===== config.mk =====
export PLATFORM = sky130hd
export DESIGN_NAME = pic_ctl
export DESIGN_NICKNAME = d
export VERILOG_FILES = /design/src/rtl/pic_ctl.sv
export SDC_FILE = /design/constraint.sdc
export NUM_CORES = 1
export LEC_CHECK = 0
export CAP_MARGIN = 20
export CORE_MARGIN = 1
export CORE_UTILIZATION = 54
export DETAILED_ROUTE_END_ITERATION = 16
export GPL_ROUTABILITY_DRIVEN = 0
export PLACE_DENSITY = 0.92
export SLEW_MARGIN = 10
export SYNTH_ARGS = -nofsm -noshare
export SYNTH_HDL_FRONTEND = slang
export SYNTH_SLANG_ARGS = --single-unit

===== constraint.sdc =====
create_clock -name clock -period 4.3 [get_ports clock]
set_input_delay 0.86 -clock clock [delete_from_list [all_inputs] [get_ports clock]]
set_output_delay 0.86 -clock clock [all_outputs]
set_load 0.01 [all_outputs]

===== src/rtl/pic_ctl.sv =====
// rtl/pic_ctl.sv - 8-input 8259-style master interrupt controller
// Edge-latched requests, fixed priority, in-service nesting, toggle handshake to CPU.
module pic_ctl #(
  parameter logic [15:0] PORT_CMD   = 16'h0020,
  parameter logic [15:0] PORT_DATA  = 16'h0021,
  parameter logic [7:0]  VECT_RESET = 8'h08
) (
  input  logic        clock,
  input  logic        resetn,
  input  logic        port_clk,
  input  logic [15:0] port,
  input  logic [7:0]  port_o,
  input  logic        port_w,
  output logic [7:0]  port_i,
  output logic        rd_hit,
  input  logic [7:0]  irq_in,
  output logic        intr,
  output logic [7:0]  irq,
  input  logic        intr_latch
);

  typedef enum logic [1:0] {INIT_READY, INIT_ICW2, INIT_ICW3, INIT_ICW4} init_t;
  typedef enum logic {DLV_IDLE, DLV_WAIT} dlv_t;

  init_t       init_state;
  dlv_t        dlv_state;
  logic [7:0]  imr, irr, isr, irq_prev;
  logic [4:0]  vbase;
  logic        rsel, sngl, ic4;

  logic        cmd_hit, data_hit, cmd_wr, data_wr, rd_any;
  logic        icw1, ocw2, ocw3;
  logic [7:0]  edges, eoi_mask, dlv_onehot;
  logic [2:0]  cand;
  logic        found, blocked, deliver;

  assign cmd_hit  = port_clk && (port == PORT_CMD);
  assign data_hit = port_clk && (port == PORT_DATA);
  assign cmd_wr   = cmd_hit && port_w;
  assign data_wr  = data_hit && port_w;
  assign rd_any   = (cmd_hit || data_hit) && !port_w;
  assign icw1     = cmd_wr && port_o[4];
  assign ocw2     = cmd_wr && !port_o[4] && !port_o[3];
  assign ocw3     = cmd_wr && !port_o[4] && port_o[3];
  assign edges    = irq_in & ~irq_prev;

  // Scan upward: any in-service bit seen at or below the candidate blocks it.
  always_comb begin
    cand    = 3'd0;
    found   = 1'b0;
    blocked = 1'b0;
    for (int i = 0; i < 8; i++) begin
      if (!found) begin
        if (isr[i]) blocked = 1'b1;
        if (irr[i] && !imr[i]) begin
          cand  = 3'(i);
          found = 1'b1;
        end
      end
    end
  end

  assign deliver = (dlv_state == DLV_IDLE) && found && !blocked &&
                   (intr == intr_latch) && (init_state == INIT_READY) && !cmd_wr;
  assign dlv_onehot = deliver ? (8'd1 << cand) : 8'd0;

  always_comb begin
    eoi_mask = 8'd0;
    if (ocw2 && port_o[5]) begin
      if (port_o[6]) eoi_mask[port_o[2:0]] = 1'b1;
      else           eoi_mask = isr & (~isr + 8'd1);
    end
  end

  always_ff @(posedge clock) begin
    if (!resetn) begin
      imr        <= 8'd0;
      irr        <= 8'd0;
      isr        <= 8'd0;
      irq_prev   <= irq_in;
      vbase      <= VECT_RESET[7:3];
      rsel       <= 1'b0;
      sngl       <= 1'b0;
      ic4        <= 1'b0;
      init_state <= INIT_READY;
      dlv_state  <= DLV_IDLE;
      intr       <= 1'b0;
      irq        <= 8'd0;
      port_i     <= 8'd0;
      rd_hit     <= 1'b0;
    end else begin
      irq_prev <= irq_in;
      rd_hit   <= rd_any;
      if (rd_any) port_i <= cmd_hit ? (rsel ? isr : irr) : imr;

      if (icw1) begin
        imr        <= 8'd0;
        irr        <= 8'd0;
        isr        <= 8'd0;
        rsel       <= 1'b0;
        sngl       <= port_o[1];
        ic4        <= port_o[0];
        init_state <= INIT_ICW2;
        dlv_state  <= DLV_IDLE;
      end else begin
        irr <= (irr & ~dlv_onehot) | edges;
        isr <= (isr & ~eoi_mask) | dlv_onehot;
        if (ocw3 && port_o[1]) rsel <= port_o[0];

        if (data_wr) begin
          case (init_state)
            INIT_ICW2: begin
              vbase      <= port_o[7:3];
              init_state <= !sngl ? INIT_ICW3 : (ic4 ? INIT_ICW4 : INIT_READY);
            end
            INIT_ICW3: init_state <= ic4 ? INIT_ICW4 : INIT_READY;
            INIT_ICW4: init_state <= INIT_READY;
            default:   imr <= port_o;
          endcase
        end

        case (dlv_state)
          DLV_IDLE: begin
            if (deliver) begin
              irq       <= {vbase, cand};
              intr      <= ~intr;
              dlv_state <= DLV_WAIT;
            end
          end
          default: begin
            if (intr_latch == intr) dlv_state <= DLV_IDLE;
          end
        endcase
      end
    end
  end

endmodule


==> qor.csv <==
metric,value,unit
root_buffer,clkbuf_8,
first_iter_violations,374,
syn_area_per_cell,9.12,sq um
overflow,0,
cts_buffers,9,
num_antenna_cells,0,
cts_hold_buf,0,
clkSinkCount,61,
grt_max_degree,27,
internal_power,0.990,mW
vias,2510,
p_sw,0.415,mW
cap_violations,0,
dp.cells,414,
relSlewSlack,29.3,%
run_status,"complete, no violations",
reg2reg_slack,1.73,ns
syn-num-nets,344,
peakVddDrop,267,uV
postCtsSetupBuffers,0,
die_y,74.0,um
routed_wl,7210,um
powerDensity,398,mW/mm^2
start_util,57.8,%
ys_seq_area_share,43.6,%
fin_crit_sh,72.0,%
p_seq_share,44.8,%
totalPowerFinal,1.40,mW
rows,25,
fin_crit,3.09,ns
worst_r2r_startpoint,imr[0],
grt_pass1_vias,2387,
grtUsageTotal,28.7,%
power_frac_comb,22.8,%
cp-start-kind,primary input,
critical_path_arrival,3.30,ns
synthFlopType,dfxtp_1,
rsz0062_at_grt,false,
fin_skew,0.00539,ns
synthCells,307,
final-setup-viol-count,0,
drive_gt1_share,7.99,%
antenna_found_initial,0,
io-pin-count,55,
hold_class,reg -> reg,
netlist_area,0.00280,sq mm
power.share.clock,32.4,%
hold_depth,2,
slowest_stage,or3_1,
async_flop_share,0,%
switching_share,29.5,%
path_cells,"clkdlybuf4s50_1, nor4_1, nand3_1, or3_4, or3_1, mux2i_1, nor2_1",
critPathRequiredTime,4.51,ns
htree_levels,3,
core-area,0.00485,sq mm
drc,0,
area_growth_syn_to_layout,26.2,%
synth_edf_count,0,
synth-seq-cells,61,
antenna_left,0,
yosys_warnings,0,
hpwl,5060,um
cts_resized,0,
synth.distinct_cells,49,
worstSetupPathType,in -> reg,
grt_pass1_wl,11600,um
rr_endpoint,isr[6],
clk_pin_slew,0.06,ns
ff2ff_path_depth,6,
dieArea,0.00548,sq mm
cts_tree,yes,
die_w,74.0,um
first_pass_iters,5,
worstHoldStart,port_i[1],
wl_per_cell,16.8,um
setup_tns,0,ns
worstMarginPinSlew,1.06,ns
io_buffers,54,
hold_end,port_i[1],
fmax,323,MHz
path_max_fanout,8,
cts.path.max_buffers,2,
timing.hold.ws,0.451,ns
drv_slew,0,
finalHoldViolCount,0,
via_per_inst,5.84,
cp-end-kind,register,
final_nets,395,
finalNonFillerCells,430,
leakagePower,1.33,nW
clock_latency,0.34,ns
slowest_delay,0.58,ns
-- worst max-delay path by stage --
| stage | from | endpoint | depth (start not counted) |
|---|---|---|---|
| 2_1_floorplan | port[6] | intr | 7 |
| 3_3_place_gp | port[10] | imr[7] | 7 |
| 3_5_place_dp | port[10] | imr[3] | 7 |
| 4_1_cts | port[10] | imr[3] | 7 |
| 5_1_grt | port[10] | imr[3] | 7 |
| 6_report | port[10] | imr[3] | 7 |
-- cells in the mapped netlist (2+ instances only) --
master	instances	area share, %
o21ai_0	19	3.4
nor2b_1	20	4.5
a2bb2oi_1	4	1.3
dfxtp_1	61	44
mux2i_1	29	10
or3_1	3	0.67
nand2b_1	15	3.4
or4_1	4	1.1
nand3_1	6	1.1
nor3_1	4	0.71
or2_2	2	0.45
o41ai_1	3	0.94
mux2_2	8	3.2
nor2_1	21	2.8
nand2_1	24	3.2
o31ai_1	5	1.3
and2_1	3	0.67
nor3b_1	3	0.80
a31oi_1	2	0.45
nor4_1	4	0.89
buf_2	6	1.1
nand3b_1	2	0.54
a21oi_1	23	4.1
clkbuf_1	7	0.94
inv_1	4	0.54
nand4_1	2	0.45
-- layer usage --
metal  GRT usage (%)  vias up  share of wire, %
met5               0        -                 0
met2            46.4      105                49
met4            10.7        0               2.1
met3            8.40       20               6.7
met1            36.3     1186                43
li1                -     1199                 -
-- critical path: cells and delay by family --
kind / cells / cell delay (ns)
muxes: 1 / 0.26
buffers and inverters: 1 / 0.40
and+or+nand+nor: 5 / 1.78
-- cells in the final DEF, fill, tap and decap left out, drive strengths merged, types with 2 or more instances in the layout --
master / instances
dfxtp: 61
clkdlybuf4s50: 54
mux2i: 29
nand2: 25
a21oi: 24
nor2: 21
nor2b: 20
o21ai: 19
nand2b: 15
clkbuf: 15
mux2: 8
nand3: 6
nor3: 6
o31ai: 5
or4: 5
nor4: 4
a2bb2oi: 4
inv: 4
or3: 4
o41ai: 3
and2: 3
nor3b: 3
or2: 3
nand3b: 2
nand4: 2
a31oi: 2
-- power by group through the flow --
| stage | Clock (mW) | Sequential (mW) | Combinational, mW |
|---|---|---|---|
| floorplan | 0 | 0.641 | 0.193 |
| global placement | 0 | 0.638 | 0.303 |
| detailed placement | 0 | 0.640 | 0.312 |
| CTS | 0.456 | 0.629 | 0.316 |
| global route | 0.481 | 0.633 | 0.344 |
| finish | 0.455 | 0.629 | 0.320 |
-- layout make-up --
cell class,instances,area (sq um)
Multi-Input combinational cell,228,1500
Fill cell,364,1320
Sequential cell,61,1220
Timing Repair Buffer,54,541
Clock buffer,15,166
Tap cell,67,83.8
Inverter,4,15.0
Clock inverter,1,5.00
-- kinds of logic after synthesis --
kind of cell	after synthesis	share of synthesized area, %
AO/OA/AOI/OAI	68	15.2
XOR/XNOR	2	0.626
buffers and inverters	18	2.95
flip-flops	61	43.6
multiplexers	37	13.6
AND/OR/NAND/NOR	121	24.0
-- sequential cells by signal, summed over array words and instances, names as in the netlist, 2 cells and up --
name and count:
imr 8, init_state 2, isr 8, irq_prev 8, irq 8, irr 8, vbase 5, port_i 8
-- metrics by stage --
stage / setup slack, ns / util [%] / instance area (sq um)
final: 1.21 / 72.9 / 3530
after global routing: 1.07 / 72.9 / 3530
after CTS: 1.22 / 72.9 / 3530
after detailed placement: 0.877 / 69.3 / 3360
after global placement: 0.996 / 69.3 / 3360
after floorplan: 1.64 / - / 2800
No activity file was read; power rests on OpenSTA's default activity.
